$ cat config.mk
export PLATFORM = sky130hd
export DESIGN_NAME = bldc_commutator
export DESIGN_NICKNAME = d
export VERILOG_FILES = /design/src/rtl/bldc_commutator.sv
export SDC_FILE = /design/constraint.sdc
export NUM_CORES = 1
export LEC_CHECK = 0
export ABC_AREA = 0
export CAP_MARGIN = 20
export CORE_MARGIN = 2
export CORE_UTILIZATION = 69
export DETAILED_ROUTE_END_ITERATION = 6
export DONT_BUFFER_PORTS = 1
export GPL_TIMING_DRIVEN = 0
export PLACE_DENSITY = 0.85
export SLEW_MARGIN = 20
export SYNTH_ARGS = -nofsm -noshare
export SYNTH_HDL_FRONTEND = slang
export SYNTH_SLANG_ARGS = --single-unit
export TNS_END_PERCENT = 100
$ cat constraint.sdc
create_clock -name clock -period 9.8 [get_ports clock]
set_input_delay 0.98 -clock clock [delete_from_list [all_inputs] [get_ports clock]]
set_output_delay 0.98 -clock clock [all_outputs]
set_load 0.01 [all_outputs]
$ cat src/rtl/bldc_commutator.sv
// Six-step hall commutator: synchronises and filters the hall code, slew-limits the duty,
// and drives duty/high_z for the three phase drivers, including brake, reversal and hall-fault handling.
module bldc_commutator #(
  parameter int unsigned DUTY_W    = 9,
  parameter int unsigned HALL_FILT = 4,
  parameter int unsigned RAMP_STEP = 8,
  parameter int unsigned RAMP_DIV  = 16,
  parameter int unsigned FAULT_LIM = 3
) (
  input  logic              clock,
  input  logic              reset,
  input  logic              enable,
  input  logic              brake,
  input  logic              direction,
  input  logic [DUTY_W-1:0] duty_cmd,
  input  logic [2:0]        hall,
  output logic [DUTY_W-1:0] phase_duty_a,
  output logic [DUTY_W-1:0] phase_duty_b,
  output logic [DUTY_W-1:0] phase_duty_c,
  output logic              high_z_a,
  output logic              high_z_b,
  output logic              high_z_c,
  output logic              hall_fault,
  output logic [15:0]       hall_edges
);

  localparam int unsigned FILT_W = $clog2(HALL_FILT + 1);
  localparam int unsigned DIV_W  = $clog2(RAMP_DIV + 1);
  localparam int unsigned FCNT_W = $clog2(FAULT_LIM + 1);
  localparam int unsigned EXT_W  = DUTY_W + 1;

  localparam logic [1:0] PH_A    = 2'd0;
  localparam logic [1:0] PH_B    = 2'd1;
  localparam logic [1:0] PH_C    = 2'd2;
  localparam logic [1:0] PH_NONE = 2'd3;

  logic [2:0]        hall_s1, hall_s2, hall_acc;
  logic [FILT_W-1:0] filt_cnt;
  logic [FCNT_W-1:0] fault_cnt;
  logic [DIV_W-1:0]  div_cnt;
  logic [DUTY_W-1:0] duty_ramp;
  logic              dir_lat;
  logic [DUTY_W-1:0] duty_q [3];
  logic              hz_q [3];

  logic              accept_c, new_code_c, new_valid_c, acc_valid_c, tick_c;
  logic [DUTY_W-1:0] target_c, ramp_next_c;
  logic [EXT_W-1:0]  ramp_ext_c, tgt_ext_c, step_ext_c, diff_c, sum_c;
  logic [1:0]        fwd_hi_c, fwd_lo_c, hi_c, lo_c;

  // Acceptance, ramp step and commutation decode
  always_comb begin
    accept_c    = (hall_s1 == hall_s2) && (filt_cnt == FILT_W'(HALL_FILT - 1));
    new_code_c  = accept_c && (hall_s2 != hall_acc);
    new_valid_c = (hall_s2 != 3'b000) && (hall_s2 != 3'b111);
    acc_valid_c = (hall_acc != 3'b000) && (hall_acc != 3'b111);
    tick_c      = (div_cnt == DIV_W'(RAMP_DIV - 1));

    // A pending reversal pulls the ramp to zero before the new direction is latched
    target_c   = (direction != dir_lat) ? '0 : duty_cmd;
    ramp_ext_c = EXT_W'(duty_ramp);
    tgt_ext_c  = EXT_W'(target_c);
    step_ext_c = EXT_W'(RAMP_STEP);
    if (tgt_ext_c > ramp_ext_c) begin
      diff_c = tgt_ext_c - ramp_ext_c;
      sum_c  = ramp_ext_c + ((diff_c < step_ext_c) ? diff_c : step_ext_c);
    end else begin
      diff_c = ramp_ext_c - tgt_ext_c;
      sum_c  = ramp_ext_c - ((diff_c < step_ext_c) ? diff_c : step_ext_c);
    end
    ramp_next_c = DUTY_W'(sum_c);

    fwd_hi_c = PH_NONE;
    fwd_lo_c = PH_NONE;
    case (hall_acc)
      3'b101:  begin fwd_hi_c = PH_A; fwd_lo_c = PH_B; end
      3'b100:  begin fwd_hi_c = PH_A; fwd_lo_c = PH_C; end
      3'b110:  begin fwd_hi_c = PH_B; fwd_lo_c = PH_C; end
      3'b010:  begin fwd_hi_c = PH_B; fwd_lo_c = PH_A; end
      3'b011:  begin fwd_hi_c = PH_C; fwd_lo_c = PH_A; end
      3'b001:  begin fwd_hi_c = PH_C; fwd_lo_c = PH_B; end
      default: begin fwd_hi_c = PH_NONE; fwd_lo_c = PH_NONE; end
    endcase
    hi_c = dir_lat ? fwd_lo_c : fwd_hi_c;
    lo_c = dir_lat ? fwd_hi_c : fwd_lo_c;
  end

  always_ff @(posedge clock) begin
    if (reset) begin
      hall_s1    <= 3'b000;
      hall_s2    <= 3'b000;
      hall_acc   <= 3'b000;
      filt_cnt   <= '0;
      fault_cnt  <= '0;
      hall_fault <= 1'b0;
      hall_edges <= 16'd0;
      div_cnt    <= '0;
      duty_ramp  <= '0;
      dir_lat    <= 1'b0;
      for (int p = 0; p < 3; p++) begin
        duty_q[p] <= '0;
        hz_q[p]   <= 1'b1;
      end
    end else begin
      hall_s1 <= hall;
      hall_s2 <= hall_s1;
      if (hall_s1 != hall_s2)
        filt_cnt <= '0;
      else if (filt_cnt != FILT_W'(HALL_FILT))
        filt_cnt <= filt_cnt + FILT_W'(1);

      if (accept_c)
        hall_acc <= hall_s2;
      if (new_code_c && new_valid_c)
        hall_edges <= hall_edges + 16'd1;

      // Fault count saturates at the limit; disabling clears the sticky flag
      if (!enable) begin
        fault_cnt  <= '0;
        hall_fault <= 1'b0;
      end else if (new_code_c && !new_valid_c && (fault_cnt != FCNT_W'(FAULT_LIM))) begin
        fault_cnt <= fault_cnt + FCNT_W'(1);
        if (fault_cnt == FCNT_W'(FAULT_LIM - 1))
          hall_fault <= 1'b1;
      end

      div_cnt <= tick_c ? '0 : div_cnt + DIV_W'(1);
      if (!enable || hall_fault)
        duty_ramp <= '0;
      else if (!brake && tick_c)
        duty_ramp <= ramp_next_c;

      if (duty_ramp == '0)
        dir_lat <= direction;

      for (int p = 0; p < 3; p++) begin
        if (!enable || hall_fault) begin
          duty_q[p] <= '0;
          hz_q[p]   <= 1'b1;
        end else if (brake) begin
          duty_q[p] <= '0;
          hz_q[p]   <= 1'b0;
        end else if (!acc_valid_c) begin
          duty_q[p] <= '0;
          hz_q[p]   <= 1'b1;
        end else if (2'(p) == hi_c) begin
          duty_q[p] <= duty_ramp;
          hz_q[p]   <= 1'b0;
        end else if (2'(p) == lo_c) begin
          duty_q[p] <= '0;
          hz_q[p]   <= 1'b0;
        end else begin
          duty_q[p] <= '0;
          hz_q[p]   <= 1'b1;
        end
      end
    end
  end

  assign phase_duty_a = duty_q[0];
  assign phase_duty_b = duty_q[1];
  assign phase_duty_c = duty_q[2];
  assign high_z_a     = hz_q[0];
  assign high_z_b     = hz_q[1];
  assign high_z_c     = hz_q[2];

endmodule
Word level (Yosys, flattened, before mapping)
Memory sizes are Yosys's and may differ from the RTL's.
Index checks and enable logic that the tools add are counted.
{ "word_totals": {"register_bits": 46, "ram_bits": 30, "in_bits": 17, "out_inout_bits": 47, "wordCells": 227, "memories": 2} }
{ "memory_table": {"columns": ["name", "words", "word_bits", "read_ports", "rd_ports_with_merged_regs", "write_ports", "line", "text"], "rows": [
  ["duty_q", 3, 9, 3, 0, 3, "43", "logic [DUTY_W-1:0] duty_q [3];"],
  ["hz_q", 3, 1, 3, 0, 3, "44", "logic hz_q [3];"]
]} }
{ "classes": {"add_sub_neg": 8, "n_lt_le_gt_ge": 3, "eq_ne": 21, "mux": 118, "bitwise": 37, "n_reduce_logical": 28} }
{ "op_table": {"columns": ["operator", "count"], "rows": [
  ["$mux W9", 22],
  ["$mux W1", 92],
  ["$or A1 B1 Y1", 36],
  ["$lt A10 B4 Y1 const B", 2],
  ["$reduce_or A2 Y1", 10],
  ["$sub A9 B9 Y10", 2],
  ["$add A16 B1 Y16 const B", 1],
  ["$pmux W2 S3", 2],
  ["$add A9 B9 Y9", 1],
  ["$eq A3 B2 Y1 const B", 3],
  ["$eq A3 B3 Y1 const B", 3],
  ["$gt A9 B9 Y1", 1],
  ["$logic_not A9 Y1", 1],
  ["$ne A3 B3 Y1 const B", 3],
  ["$sub A9 B9 Y9", 1],
  ["$logic_and A1 B1 Y1", 8],
  ["$ne A3 B3 Y1", 2],
  ["$reduce_bool A3 Y1", 2],
  ["$add A5 B1 Y5 const B", 1],
  ["$eq A5 B4 Y1 const B", 1],
  ["$eq A1 B2 Y1 const A", 2],
  ["$eq A2 B2 Y1 const A", 2],
  ["$logic_not A2 Y1", 2],
  ["$mux W2", 2],
  ["11 further kinds", 13]
]} }

Logic depth before layout (Yosys ltp)
Gate-level depths: netlist of the first run.
{ "depth": {"ltp_word": 14, "ltp_mapped": 25, "ltp_nobuf": 24} }

Worst setup path before layout of the first run
No wires, ideal clock.
{ "synth_timing": {"kind": "in2reg", "startpoint": "input direction", "endpoint": "register duty_ramp[8]", "setup_ns": 0.122, "arrival_time_ns": 5.232, "t_required_ns": 9.678, "slack_ns": 4.446, "path_stages": 21, "n_path_buf": 0, "cell_sequence": "xnor2_1 > nand2_1 > inv_1 > ha_1 > nor2b_1 > o2111a_1 > nor3_1 > nand3_1 > a2111oi_4 > nand3_1 > ha_1 > a22o_1 > fa_1 > nor2b_1 > o21ai_0 > a21o_1 > a31oi_1 > nor3b_1 > a41oi_1 > o21a_1 > nand3_1"} }
{ "synth_via": {"elab_chain_len": 7, "word_cells_on_any_way": 12, "cone_classes": "add/sub (4); order compare (3); eq/ne (1); mux (4)"} }
{ "synth_lines": {"columns": ["element", "line", "text"], "rows": [
  ["start: declaration", "14", "input logic direction,"],
  ["$ne A1 B1 Y1 (*)", "60", "target_c = (direction != dir_lat) ? '0 : duty_cmd;"],
  ["$mux W9 (*)", "60", null],
  ["$sub A9 B9 Y10, on equally long branches", "68, 65", null],
  ["$lt A10 B4 Y1, on equally long branches", "69, 66", null],
  ["$mux W9, on equally long branches", "69, 66", null],
  ["$sub A9 B9 Y9 or $add A9 B9 Y9 (tied branches)", "69, 66", null],
  ["$mux W9 (*)", "64", "if (tgt_ext_c > ramp_ext_c) begin"],
  ["end signal: assignment", "131", "duty_ramp <= ramp_next_c;"],
  ["end: declaration", "41", "logic [DUTY_W-1:0] duty_ramp;"]
]} }
Mark *: on every way between the ends. The rest lies on a longest branch, timed or not.
A chain may end at the register's enable or synchronous reset.

Worst setup path in the final report of the first run
Same ends and word-level chain as after synthesis.

==> results.md, run 1 <==
* Total CTS buffers at 9
* Asr flop ratio synth at 0%
* Die Wd at approximately 85 um
* Top layer in use: met4
* Final Hold Vio Count at 0
* Root Buffer: clkbuf_8
* Num ports at 64
* CTS tree: done
* Sum Neg Setup Slack at 0 ns
* Maximum VDD drop at about 0.12 mV
* Mapped Area at 0.00457 mm2
* Nets at around 600
* Remaining Overflow, GRT at 0
* Hold Path Class: register to register
* Req. time, crit path at approximately 10 ns
* CP startpoint kind: input port
* Fillers at around 460
* Post-CTS setup buffers at 0
* CTS max path bufs at 2
* CP Class: input port to register
* Final number of setup-violating endpoints at 0
* Core ar. at between 0.006 and 0.007 mm2
* Layout area overhead at 8.82%
* Mux share of post-synthesis cell area at around 1.3%
* Post-route ant nets at 0
* Std cell rows at 29
* Port bufs at 0
* Post-Synth XOR/XNOR Area at roughly 7.8%
* Syn. warnings at 0
* Resized cells post-CTS at 0
* CP startpoint: direction
* Clk sink count at 76
* Number of flops mapped to enable cells by yosys at 29
* Crit. End Element: register
* Slew HR at about 43%
* Compound-Gate Fraction of Synth Area at roughly a tenth
* Worst R2R Path Depth at 22
* Largest net degree at the start of global routing at 15
* Post-Synth Simple-Gate Area at about 24%
* Placer Congestion at just under 1
* Die Y-Extent at around 85 um
* WL met2 at approximately 4500 um
* Max Cap Viol at 0
* Register area share after synthesis at around 40%
* Drt drc at 0
* Arrival time worst endpoint at between 6 and 7 ns
* DR WL/cell at between 15 and 20 um
* Global-route usage over all layers at between 20% and 30%
* Avg Cell Area, Syn at between 9 and 10 um2
* Largest family of logic cells by synthesized area: simple AND/OR/NAND/NOR gates
* Worst Path Max Fanout at 9
* Placed cell area at around 0.0048 mm2
* N_diodes at 0
* Final Cycle Share at around 59%
* WL final at between 9000 and 10000 um
* Worst skew pair latency at about 0.35 ns
* Die Area at between 0.007 and 0.008 mm2
* Pwr Density at about 140 mW/mm2
* Synth Area in Adders at ~11%
* Initial DRC Count at between 200 and 250
* Reg clk slew, reported paths at 0.08 ns
* Worst r2r src: dir_lat
* Cells after Synth at between 400 and 500
* Vias/cell at slightly below 6
* R2R Setup Slk at approximately 4 ns
* Fin crit period at between 5 and 6 ns
* Final Max Slew Viols at 0
* HP Start: div_cnt[0]
* Final instance area at approximately 0.005 mm2
* Initial Utilization at a little under three quarters
* Leakage at slightly below 0.002 uW
* #FFs+latches synth at 76
* RSZ-0062 raised after global routing: no
* Via count at 3653
* Vias in the first global route at between 3000 and 4000
* First-pass GRT wire length at between 15000 and 20000 um
* Critical path endpoint: duty_ramp[8]
* Status: finished, final reports clean
* Yosys cell types at 57
* Least-Margin Pin Slew at about 0.85 ns
* Router iterations before antenna repair at 5
* Hold_buf cts at 0
* H-tree levels at 3
* Commonest non-fill, non-tap cell in the layout: dfxtp_1
* DP Wirelength at 7240 um
* Most frequent cells in the layout: 47 x dfxtp_1, 45 x nor2_1, 38 x inv_1, 36 x nand2_1, 36 x ha_1
* Met3 WL at around 580 um
* Max Fclk at 172 MHz
* Critical R2R Capture: duty_ramp[8]
* Wl on met1 at around 4200 um
* Synth Flop Type: dfxtp_1
* Max Clock Skew at roughly 0.016 ns
* Share of cells above drive strength 1 at just over 7%
* Initial antenna violation count at 0
-- Yosys cell counts (4+ instances only) --
| cell | number | area (um2) |
|---|---|---|
| a21o_1 | 5 | 37.5 |
| edfxtp_1 | 29 | 871 |
| o21a_1 | 4 | 30.0 |
| a21oi_1 | 25 | 125 |
| nor3b_1 | 4 | 30.0 |
| nor4_1 | 30 | 188 |
| ha_1 | 36 | 450 |
| a211oi_1 | 4 | 30.0 |
| clkbuf_1 | 12 | 45.0 |
| xor2_1 | 14 | 123 |
| nand2_1 | 36 | 135 |
| nand4_1 | 4 | 25.0 |
| mux2i_1 | 5 | 50.1 |
| or3_1 | 7 | 43.8 |
| xnor2_1 | 21 | 184 |
| nand3_1 | 19 | 95.1 |
| nor3_1 | 14 | 70.1 |
| buf_2 | 8 | 40.0 |
| nor2_1 | 45 | 169 |
| o21ai_0 | 19 | 95.1 |
| nor2b_1 | 13 | 81.3 |
| nand2b_1 | 8 | 50.1 |
| dfxtp_1 | 47 | 941 |
| inv_1 | 38 | 143 |
-- per-layer routing --
metal	vias to the layer above	global-route usage, %
met5	-	0
met4	0	8.80
met3	13	5.25
met2	119	46.2
met1	1720	34.6
li1	1801	-
-- kinds of logic after synthesis --
kind of cell / count (synthesis)
AND/OR/NAND/NOR: 200
AO/OA/AOI/OAI: 76
flip-flops: 76
buffers and inverters: 60
adder cells (fa/ha/maj): 39
XOR/XNOR: 38
multiplexers: 6
other: 1
-- report_power, final --
part / internal, uW / leakage, uW / switching, uW
combinational: 36.4 / 0.00120 / 59.7
clock: 117 / 0.000104 / 119
sequential: 334 / 0.000676 / 6.59
-- critical path: stages --
cell	delay, ns
xnor2_1	0.66
nand2_1	0.25
inv_1	0.15
ha_1	0.26
nor2b_1	0.15
o2111a_1	0.28
nor3_1	0.20
nand3_1	0.15
a2111oi_4	0.47
nand3_1	0.14
ha_1	0.33
a22o_1	0.24
fa_1	0.42
nor2b_1	0.16
o21ai_0	0.12
a21o_1	0.22
a31oi_1	0.38
nor3b_1	0.10
a41oi_1	0.19
o21a_1	0.14
nand3_1	0.06
-- final cells by class --
cell class / instances / area (um2) / area share, %
inverters: 38 / 143 / 2.87
well taps: 77 / 96.3 / 1.94
multi-input cells: 388 / 2620 / 52.8
clock inverters: 5 / 38.8 / 0.781
clock buffers: 11 / 163 / 3.27
plain buffers: 22 / 92.6 / 1.86
flip-flops and latches: 76 / 1810 / 36.5
-- worst min path at each step --
stage                 endpoint  cells past startpoint
finish              div_cnt[0]                      1
global route        div_cnt[0]                      1
CTS                 div_cnt[0]                      1
detailed placement  div_cnt[0]                      1
global placement    div_cnt[0]                      1
floorplan           div_cnt[0]                      1
-- state kept, by name (all words and copies together), names as in the netlist --
name        count
fault_cnt       2
hz_q            3
hall_s2         3
duty_ramp       9
hall_s1         3
div_cnt         5
hall_fault      1
dir_lat         1
duty_q         27
filt_cnt        3
hall_edges     16
hall_acc        3
-- metrics by stage --
| step | cells | setup slack (ns) | power [uW] | hold WS, ns | utilization [%] |
|---|---|---|---|---|---|
| after floorplan | 524 | 4.45 | 424 | 0.432 | - |
| after global placement | 601 | 3.80 | 439 | 0.443 | 74.6 |
| after detailed placement | 601 | 3.64 | 442 | 0.473 | 74.6 |
| after CTS | 617 | 3.99 | 675 | 0.487 | 77.8 |
| after global routing | 617 | 3.59 | 700 | 0.502 | 77.8 |
| final | 617 | 4.00 | 673 | 0.484 | 77.8 |
Note: power is estimated with default switching activity, not from simulation.
==> run 2, diff against run 1 <==
Settings changed: CORE_UTILIZATION 69 to 64, PLACE_DENSITY 0.85 to 0.8.
Clock period 9.8 ns to 5.6 ns, I/O delays scaled along.
==> results.md, run 2 (synthesis gave the netlist of run 1 again) <==
* Status: finished, final reports clean
* Maximum VDD drop at 0.177 mV (+54%)
* Placed cell area at 0.00479 mm2 (+0.50%)
* Fin crit period at ~5.2 ns
* Worst r2r src: dir_lat
* Root Buffer: clkbuf_8
* Nets at 591 (unchanged)
* Final setup margin at 0.444 ns (-3.55 ns)
* Layout area overhead at 9.84%
* H-tree levels at 3 (unchanged)
* Placer Congestion at 0.916 (-7.4%)
* Worst Path Max Fanout at 9 (unchanged)
* Req. time, crit path at 5.85 ns (-4.19 ns)
* Share of cells above drive strength 1 at 7.41% (+0.19 points)
* Final Cycle Share at roughly 92%
* CTS tree: done
* CP startpoint kind: register
* Post-CTS setup buffers at 0 (unchanged)
* Global-route usage over all layers at 26.1% (-0.93 points)
* Commonest non-fill, non-tap cell in the layout: dfxtp_1
* Worst R2R Path Depth at 22 (unchanged)
* Critical R2R Capture: duty_ramp[8]
* Vias/cell at 5.78 (-2.4%)
* CP Class: register to register
* Max Fclk at 194 MHz
* Via count at 3675 (+0.60%)
* Final instance area at 0.00501 mm2 (+0.93%)
* Reg clk slew, reported paths at 0.08 ns (about the same)
* Max Clock Skew at 0.0133 ns (-0.00301 ns)
* N_diodes at 0 (unchanged)
* DP Wirelength at 7420 um (+2.5%)
* Die Y-Extent at 88.5 um (+3.6%)
* DR WL/cell at 15.7 um (+3.8%)
* WL met2 at 5140 um (+14%)
* WL final at 10000 um (+7.0%)
* Drt drc at 0 (unchanged)
* Final Hold Vio Count at 0 (unchanged)
* R2R Setup Slk at 0.44 ns (-3.64 ns)
* Initial DRC Count at 268 (+23%)
* DP Worst Slack at -0.165 ns (-3.80 ns)
* Initial Utilization at 66.8% (-4.7 points)
* Core ar. at 0.00683 mm2 (+7.0%)
* Slew HR at 45.7% (+2.4 points)
* Clk sink count at 76 (unchanged)
* Wl on met1 at 4020 um (-3.4%)
* Max reg flops at 27 (unchanged)
* Leakage at 0.00198 uW (+0.19%)
* CTS max path bufs at 2 (unchanged)
* Post-route ant nets at 0 (unchanged)
* RSZ-0062 raised after global routing: no
* First-pass GRT wire length at 15700 um (-0.74%)
* Remaining Overflow, GRT at 0 (unchanged)
* Least-Margin Pin Slew at 0.815 ns (-0.0301 ns)
* Max Cap Viol at 0 (unchanged)
* Biggest regs: duty_q x27, hall_edges x16, duty_ramp x9
* Arrival time worst endpoint at 5.41 ns (-0.64 ns)
* CP startpoint: dir_lat
* Std cell rows at 30 (+3.4%)
* Vias in the first global route at 3422 (-0.87%)
* Pwr Density at 238 mW/mm2 (+76%)
* Num ports at 64 (unchanged)
* Most frequent cells in the layout: 47 x dfxtp_1, 45 x nor2_1, 38 x inv_1, 36 x nand2_1, 36 x ha_1
* Router iterations before antenna repair at 6 (+1)
* Final Max Slew Viols at 0 (unchanged)
* Port bufs at 0 (unchanged)
* Die Area at 0.00783 mm2 (+7.4%)
* Met3 WL at 594 um (+1.9%)
* Final number of setup-violating endpoints at 0 (unchanged)
* Top reg by flops: duty_q
* Total CTS buffers at 9 (unchanged)
* Top layer in use: met4
* Initial antenna violation count at 0 (unchanged)
* Critical path endpoint: duty_ramp[8]
* Die Wd at 88.5 um (+3.6%)
* Crit. End Element: register
* Largest net degree at the start of global routing at 15 (unchanged)
* Hold Path Class: input port to register
* Worst skew pair latency at 0.36 ns (about the same)
==> run 2: cell types whose count changed in the layout (fill, tap and decap cells not counted), sizes merged <==
cell    before  now
bufinv       0    1
clkbuf      23   22
==> run 2: layout make-up <==
cell class	count	area, um2
multi-input combinational	388	2650
fill	529	1820
sequential	76	1810
inverter	38	143
clock buffer	10	128
tap	96	120
buffer	22	92.6
clock inverter	6	71.3
==> run 2: timing repair <==
item | 4_1_cts | 5_1_grt
endpoints found under the setup margin | 1 | 1
resized for setup | 1 | 2
gates cloned | 0 | 0
hold buffers | 0 | 0
==> run 2: worst min path at each step <==
stage / cells past startpoint / end / slack [ns] / start
final: 1 / hall_s2[2] / 0.27 / reset
after detailed placement: 1 / div_cnt[0] / 0.47 / div_cnt[0]
after global placement: 1 / div_cnt[0] / 0.45 / div_cnt[0]
after global routing: 1 / hall_s2[2] / 0.26 / reset
after CTS: 1 / hall_s2[2] / 0.26 / reset
after floorplan: 1 / div_cnt[0] / 0.43 / div_cnt[0]
==> run 2: stage by stage <==
| step | power (uW) | TNS (ns) | hold WS [ns] | util, % | cells |
|---|---|---|---|---|---|
| 2_1_floorplan | 742 | 0 | 0.432 | - | 524 |
| 3_3_place_gp | 769 | 0 | 0.453 | 70.1 | 620 |
| 3_5_place_dp | 775 | -0.165 | 0.465 | 70.1 | 620 |
| 4_1_cts | 1190 | 0 | 0.260 | 73.2 | 636 |
| 5_1_grt | 1240 | 0 | 0.259 | 73.4 | 636 |
| 6_report | 1190 | 0 | 0.266 | 73.4 | 636 |
==> run 2: report_power, final <==
part | internal (uW) | switching [uW]
combinational | 65.0 | 107
clock | 211 | 215
sequential | 585 | 11.9
total | 861 | 333
==> run 2: worst max-delay path: stages (launching register included) <==
cell and delay [ns]:
dfxtp_1 0.31, clkbuf_1 0.36, xnor2_4 0.23, nand2_1 0.17, inv_1 0.14, ha_1 0.27, nor2b_1 0.16, o2111a_1 0.26
nor3_1 0.17, nand3_1 0.14, a2111oi_4 0.47, nand3_1 0.15, ha_1 0.34, a22o_1 0.23, fa_1 0.41, nor2b_1 0.17
o21ai_0 0.12, a21o_1 0.22, a31oi_2 0.25, nor3b_1 0.09, a41oi_1 0.19, o21a_1 0.15, nand3_1 0.07
==> run 2: metal layers <==
metal	track usage [%]	up-vias
met5	0	-
met3	6.44	20
met2	46.8	112
li1	-	1808
met1	30.3	1735
met4	9.50	0
